--- src/rtl/sensor_scan_ctrl.sv ---
// Sequences an external 7:1 sensor mux, samples each sensor after a settle delay,
// and raises a debounced alarm when enough sensors stay active across scans.
module sensor_scan_ctrl #(
  parameter int unsigned SETTLE  = 2,
  parameter int unsigned THRESH  = 6,
  parameter int unsigned CONFIRM = 3
) (
  input  logic       Clock,
  input  logic       Reset,
  input  logic       Enable,
  input  logic       SensorIn,
  output logic [2:0] Sel,
  output logic       SampleStrobe,
  output logic [6:0] Snapshot,
  output logic [2:0] Count,
  output logic       ScanDone,
  output logic       Alarm
);

  typedef enum logic [1:0] {
    S_IDLE   = 2'd0,
    S_SETTLE = 2'd1,
    S_SAMPLE = 2'd2,
    S_EVAL   = 2'd3
  } state_t;

  localparam logic [3:0] SETTLE_LAST = 4'(SETTLE - 1);
  localparam logic [2:0] THRESH_V    = 3'(THRESH);
  localparam logic [2:0] CONFIRM_V   = 3'(CONFIRM);
  localparam logic [2:0] SEL_LAST    = 3'd6;

  function automatic logic [2:0] popcount7(input logic [6:0] v);
    logic [2:0] c;
    c = 3'd0;
    for (int i = 0; i < 7; i++) begin
      c = c + {2'b00, v[i]};
    end
    return c;
  endfunction

  state_t     state_q, state_d;
  logic [3:0] settle_q, settle_d;
  logic [2:0] sel_q, sel_d;
  logic [6:0] scan_q, scan_d;
  logic [6:0] snap_q, snap_d;
  logic [2:0] count_q, count_d;
  logic [2:0] hit_q, hit_d;
  logic       alarm_q, alarm_d;
  logic       strobe_q, strobe_d;
  logic       done_q, done_d;
  logic [2:0] pop_s;
  logic [2:0] hit_next_s;

  // Next-state logic; strobe and done are asserted for the state being entered
  always_comb begin
    state_d    = state_q;
    settle_d   = settle_q;
    sel_d      = sel_q;
    scan_d     = scan_q;
    snap_d     = snap_q;
    count_d    = count_q;
    hit_d      = hit_q;
    alarm_d    = alarm_q;
    strobe_d   = 1'b0;
    done_d     = 1'b0;
    pop_s      = popcount7(scan_q);
    hit_next_s = (hit_q >= CONFIRM_V) ? CONFIRM_V : (hit_q + 3'd1);

    case (state_q)
      S_IDLE: begin
        sel_d    = 3'd0;
        settle_d = 4'd0;
        if (Enable) begin
          state_d = S_SETTLE;
          scan_d  = 7'd0;
        end else begin
          state_d = S_IDLE;
        end
      end
      S_SETTLE: begin
        if (!Enable) begin
          state_d  = S_IDLE;
          sel_d    = 3'd0;
          settle_d = 4'd0;
          scan_d   = 7'd0;
        end else if (settle_q == SETTLE_LAST) begin
          state_d  = S_SAMPLE;
          settle_d = 4'd0;
          strobe_d = 1'b1;
        end else begin
          settle_d = settle_q + 4'd1;
        end
      end
      S_SAMPLE: begin
        if (!Enable) begin
          // Partial scan is dropped; results and hit history are untouched
          state_d  = S_IDLE;
          sel_d    = 3'd0;
          settle_d = 4'd0;
          scan_d   = 7'd0;
        end else begin
          scan_d[sel_q] = SensorIn;
          if (sel_q == SEL_LAST) begin
            state_d = S_EVAL;
            done_d  = 1'b1;
          end else begin
            state_d  = S_SETTLE;
            sel_d    = sel_q + 3'd1;
            settle_d = 4'd0;
          end
        end
      end
      S_EVAL: begin
        snap_d   = scan_q;
        count_d  = pop_s;
        sel_d    = 3'd0;
        settle_d = 4'd0;
        if (pop_s >= THRESH_V) begin
          hit_d   = hit_next_s;
          alarm_d = (hit_next_s == CONFIRM_V);
        end else begin
          hit_d   = 3'd0;
          alarm_d = 1'b0;
        end
        if (Enable) begin
          state_d = S_SETTLE;
          scan_d  = 7'd0;
        end else begin
          state_d = S_IDLE;
        end
      end
      default: begin
        state_d  = S_IDLE;
        sel_d    = 3'd0;
        settle_d = 4'd0;
        scan_d   = 7'd0;
      end
    endcase
  end

  // State and output registers with synchronous reset
  always_ff @(posedge Clock) begin
    if (Reset) begin
      state_q  <= S_IDLE;
      settle_q <= 4'd0;
      sel_q    <= 3'd0;
      scan_q   <= 7'd0;
      snap_q   <= 7'd0;
      count_q  <= 3'd0;
      hit_q    <= 3'd0;
      alarm_q  <= 1'b0;
      strobe_q <= 1'b0;
      done_q   <= 1'b0;
    end else begin
      state_q  <= state_d;
      settle_q <= settle_d;
      sel_q    <= sel_d;
      scan_q   <= scan_d;
      snap_q   <= snap_d;
      count_q  <= count_d;
      hit_q    <= hit_d;
      alarm_q  <= alarm_d;
      strobe_q <= strobe_d;
      done_q   <= done_d;
    end
  end

  assign Sel          = sel_q;
  assign SampleStrobe = strobe_q;
  assign Snapshot     = snap_q;
  assign Count        = count_q;
  assign ScanDone     = done_q;
  assign Alarm        = alarm_q;

endmodule

--- config.mk ---
export PLATFORM = sky130hd
export DESIGN_NAME = sensor_scan_ctrl
export DESIGN_NICKNAME = d
export VERILOG_FILES = /design/src/rtl/sensor_scan_ctrl.sv
export SDC_FILE = /design/constraint.sdc
export NUM_CORES = 1
export LEC_CHECK = 0
export CAP_MARGIN = 20
export CELL_PAD_IN_SITES_DETAIL_PLACEMENT = 2
export CELL_PAD_IN_SITES_GLOBAL_PLACEMENT = 2
export CORE_MARGIN = 2
export CORE_UTILIZATION = 38
export DETAILED_ROUTE_END_ITERATION = 7
export DONT_BUFFER_PORTS = 1
export GPL_TIMING_DRIVEN = 0
export PLACE_DENSITY = 0.77
export SYNTH_ARGS = -nofsm -noshare
export SYNTH_HDL_FRONTEND = slang
export SYNTH_SLANG_ARGS = --single-unit
--- constraint.sdc ---
create_clock -name Clock -period 3.95 [get_ports Clock]
set_input_delay 1.185 -clock Clock [delete_from_list [all_inputs] [get_ports Clock]]
set_output_delay 1.185 -clock Clock [all_outputs]
set_load 0.01 [all_outputs]
==> summary.txt <==
Placed design
  – DPL Wire Length: ~3100 µm
  – GPL Wtd Cong: between 0.7 and 0.8
  – Port Buffers: 0

Finish
  – Fillers: 450
  – Final net count: a little under 200
  – Final core occ: around 44%
  – Area grow syn2layout: 9.59%
  – Ant diodes: 0
  – Share of cells above drive strength 1: 8.29%

Die
  – IO Pins: 20
  – Initial core utilization: 39.9%
  – DIE AREA: approximately 0.0048 mm²
  – Cell Rows: 23
  – Die Span Y: 69.3 µm
  – CORE AREA: ~0.0041 mm²
  – Die width: 69.3 µm

Power and ir drop
  – Pint: roughly 470 µW
  – Cell leakage power: between 0.6 and 0.7 nW
  – Combinational share of power: under 10%
  – Overall power: approximately 620 µW
  – Peak supply drop: between 0.1 and 0.15 mV
  – Sw Pwr: 146 µW
  – Flop pwr share: between 50% and 60%
  – Power Dens Cells: roughly 350 mW/mm²
  – Net Sw Frac: between 20% and 30%
  – Clock share of power: ~42%

Routing
  – Vias: 1280
  – Post-DRT Antenna Nets: 0
  – Routed WL: roughly 4000 µm
  – Routed wire per std cell: approximately 18 µm
  – DR pass1 iterations: 4
  – Routed vias/inst: around 5.5
  – Post-route DRC: 0
  – Initial drt markers: 40

Setup path
  – CP max stage delay: around 550 ps
  – Critical R2R Launch: scan_q[0]$_SDFFE_PP0P_
  – Crit path kind: reg2reg
  – Startpoint Class: register
  – WP buf/inv: 1
  – CP max FO: 4
  – Crit path max-delay family: adder cells
  – CP Cell Sequence: inv_1 -> fa_1 -> fa_1 -> fa_1 -> fa_1 -> nor3b_1 -> or3b_1 -> a21oi_1
  – Cell mode on critical path: fa_1
  – Req. time, crit path: 4150 ps
  – Setup crit start: scan_q[0]$_SDFFE_PP0P_
  – CP max stage cell: fa_1
  – Endpoint type of the worst setup path: register
  – Worst path arrival time: 3500 ps

Global routing
  – Met3 GRT Util: approximately 5.4%
  – Initial antenna violation count: 0
  – GRT Max-Usage Layer: met2
  – GR Layer Usage met1: between 20% and 30%
  – Total grt overflow: 0
  – Vias in the first global route: ~1400
  – Met2 Use GR: a little under a third
  – Pin count of the biggest net entering global routing: 11
  – First-pass GRT wire length: around 6900 µm
  – Total track usage: between 10% and 20%

Timing
  – Setup TNS: 0 ps
  – Worst slew pin tran: between 800 and 900 ps
  – Tcrit/Tclk final: a little over four fifths
  – Max-slew violations: 0
  – Normalized max-slew margin: between 40% and 50%
  – Final min period: around 3300 ps
  – Highest Clock Rate: around 300 MHz
  – Worst Clk Skew: 6.20 ps
  – Setup-failing EPs final: 0
  – Final count of hold timing violations: 0
  – RSZ-0062 raised after global routing: false
  – Fin Hold WS: 506 ps

Yosys
  – Yosys top cell by area: dfxtp_1
  – Top cell type's share of synthesized area: around two fifths
  – Syn_nets: 190
  – Post-synthesis sequential area ratio: between 30% and 40%
  – Commonest cells in the netlist: dfxtp_1, inv_1, nor2_1
  – Top cells by area, synth: dfxtp_1, ha_1, a32o_1
  – Top_reg_cell synth: dfxtp_1
  – Library cells used by synthesis: 38
  – Top-count cell post-synth: dfxtp_1
  – Ys async rst share: 0%
  – Avg Inst Size Synth: ~9.4 µm²
  – Synth Cell Area: 0.00162 mm²
  – EDFF count, synth: 0
  – Gate Count Post-Synth: 173
  – YS warnings: 0
  – Synthesized flop and latch total: 32

Clocking
  – Reg clk slew, reported paths: approximately 60 ps
  – H-tree levels: 2
  – CTS buffer count: 5
  – # hold bufs at CTS: 0
  – Clk Latency, worst-skew pair: 280 ps
  – Root Buffer: clkbuf_8
  – Post-CTS setup buffer count: 0
  – CTS tree: built
  – Clk sinks: 32
  – Resize count post-CTS: 0
  – Max clock buf depth: 2

Min path
  – Hold path start: hit_q[2]$_SDFFE_PP0N_
  – Hold Crit Class: reg2reg

Run status
  – Outcome: completed

Run
  – Max_cap viols: 0
-- worst min-delay path: stages (launching register included) --
cell,delay [ps]
dfxtp_1,320
nand2b_1,70
a21oi_1,60
-- per-layer routing --
layer	up-vias	part of all wire, %
met2	21	49
met5	-	0
met3	6	3.8
li1	634	-
met4	0	0.89
met1	619	46
-- registers in the layout, summed over array words and instances (netlist names) --
name          flops
Snapshot          7
scan_q            7
settle_q          4
Count             3
Sel               3
hit_q             3
state_q           2
Alarm             1
SampleStrobe      1
ScanDone          1
-- through the flow --
step / area [µm²] / setup slack [ps] / std cells
floorplan: 1620 / 960 / 173
global placement: 1680 / 745 / 223
detailed placement: 1680 / 630 / 223
CTS: 1770 / 613 / 231
global route: 1770 / 517 / 231
finish: 1770 / 654 / 231
-- final cells by class --
cell class,instances,area (µm²),area share [%]
multi-input cells,117,878,49.5
flip-flops and latches,32,641,36.1
clock buffers,6,82.6,4.66
well taps,50,62.6,3.53
inverters,14,52.6,2.96
plain buffers,10,46.3,2.61
clock inverters,2,10.0,0.565
-- final timing paths --
kind	to	slack [ps]	depth (start not counted)
max	hit_q[2]$_SDFFE_PP0N_	650	8
min	hit_q[2]$_SDFFE_PP0N_	510	2
max reg2reg	hit_q[2]$_SDFFE_PP0N_	650	8
min reg2reg	hit_q[2]$_SDFFE_PP0N_	510	2
-- power groups by stage --
stage	logic [mW]	registers [mW]	clock network [mW]
6_report	0.0310	0.326	0.262
5_1_grt	0.0349	0.326	0.285
4_1_cts	0.0309	0.326	0.270
3_5_place_dp	0.0308	0.334	0
3_3_place_gp	0.0290	0.334	0
2_1_floorplan	0.0228	0.333	0
-- placed cells by master, fill, tap and decap left out, types with 3 or more instances in the layout --
master,instances
nor2b_1,4
ha_1,9
buf_2,3
fa_1,4
nand3_1,3
clkbuf_8,6
nor3b_1,5
nand2_1,4
a21oi_1,8
inv_1,14
o21ai_0,13
and3b_1,3
nand2b_1,4
a211oi_1,4
nor3_1,4
a32o_1,9
dfxtp_1,32
clkbuf_1,5
mux2i_1,8
nor2_1,14
-- kinds of logic (layout without fill, tap and decap cells) --
logic type | after synthesis | after routing | share of synthesized area [%]
flops | 32 | 32 | 39.6
mux | 9 | 9 | 5.65
buf+inv | 24 | 32 | 6.11
simple gates | 55 | 55 | 19.8
compound gates | 40 | 40 | 16.9
fa+ha+maj | 13 | 13 | 11.9
Note: power is estimated with default switching activity, not from simulation.
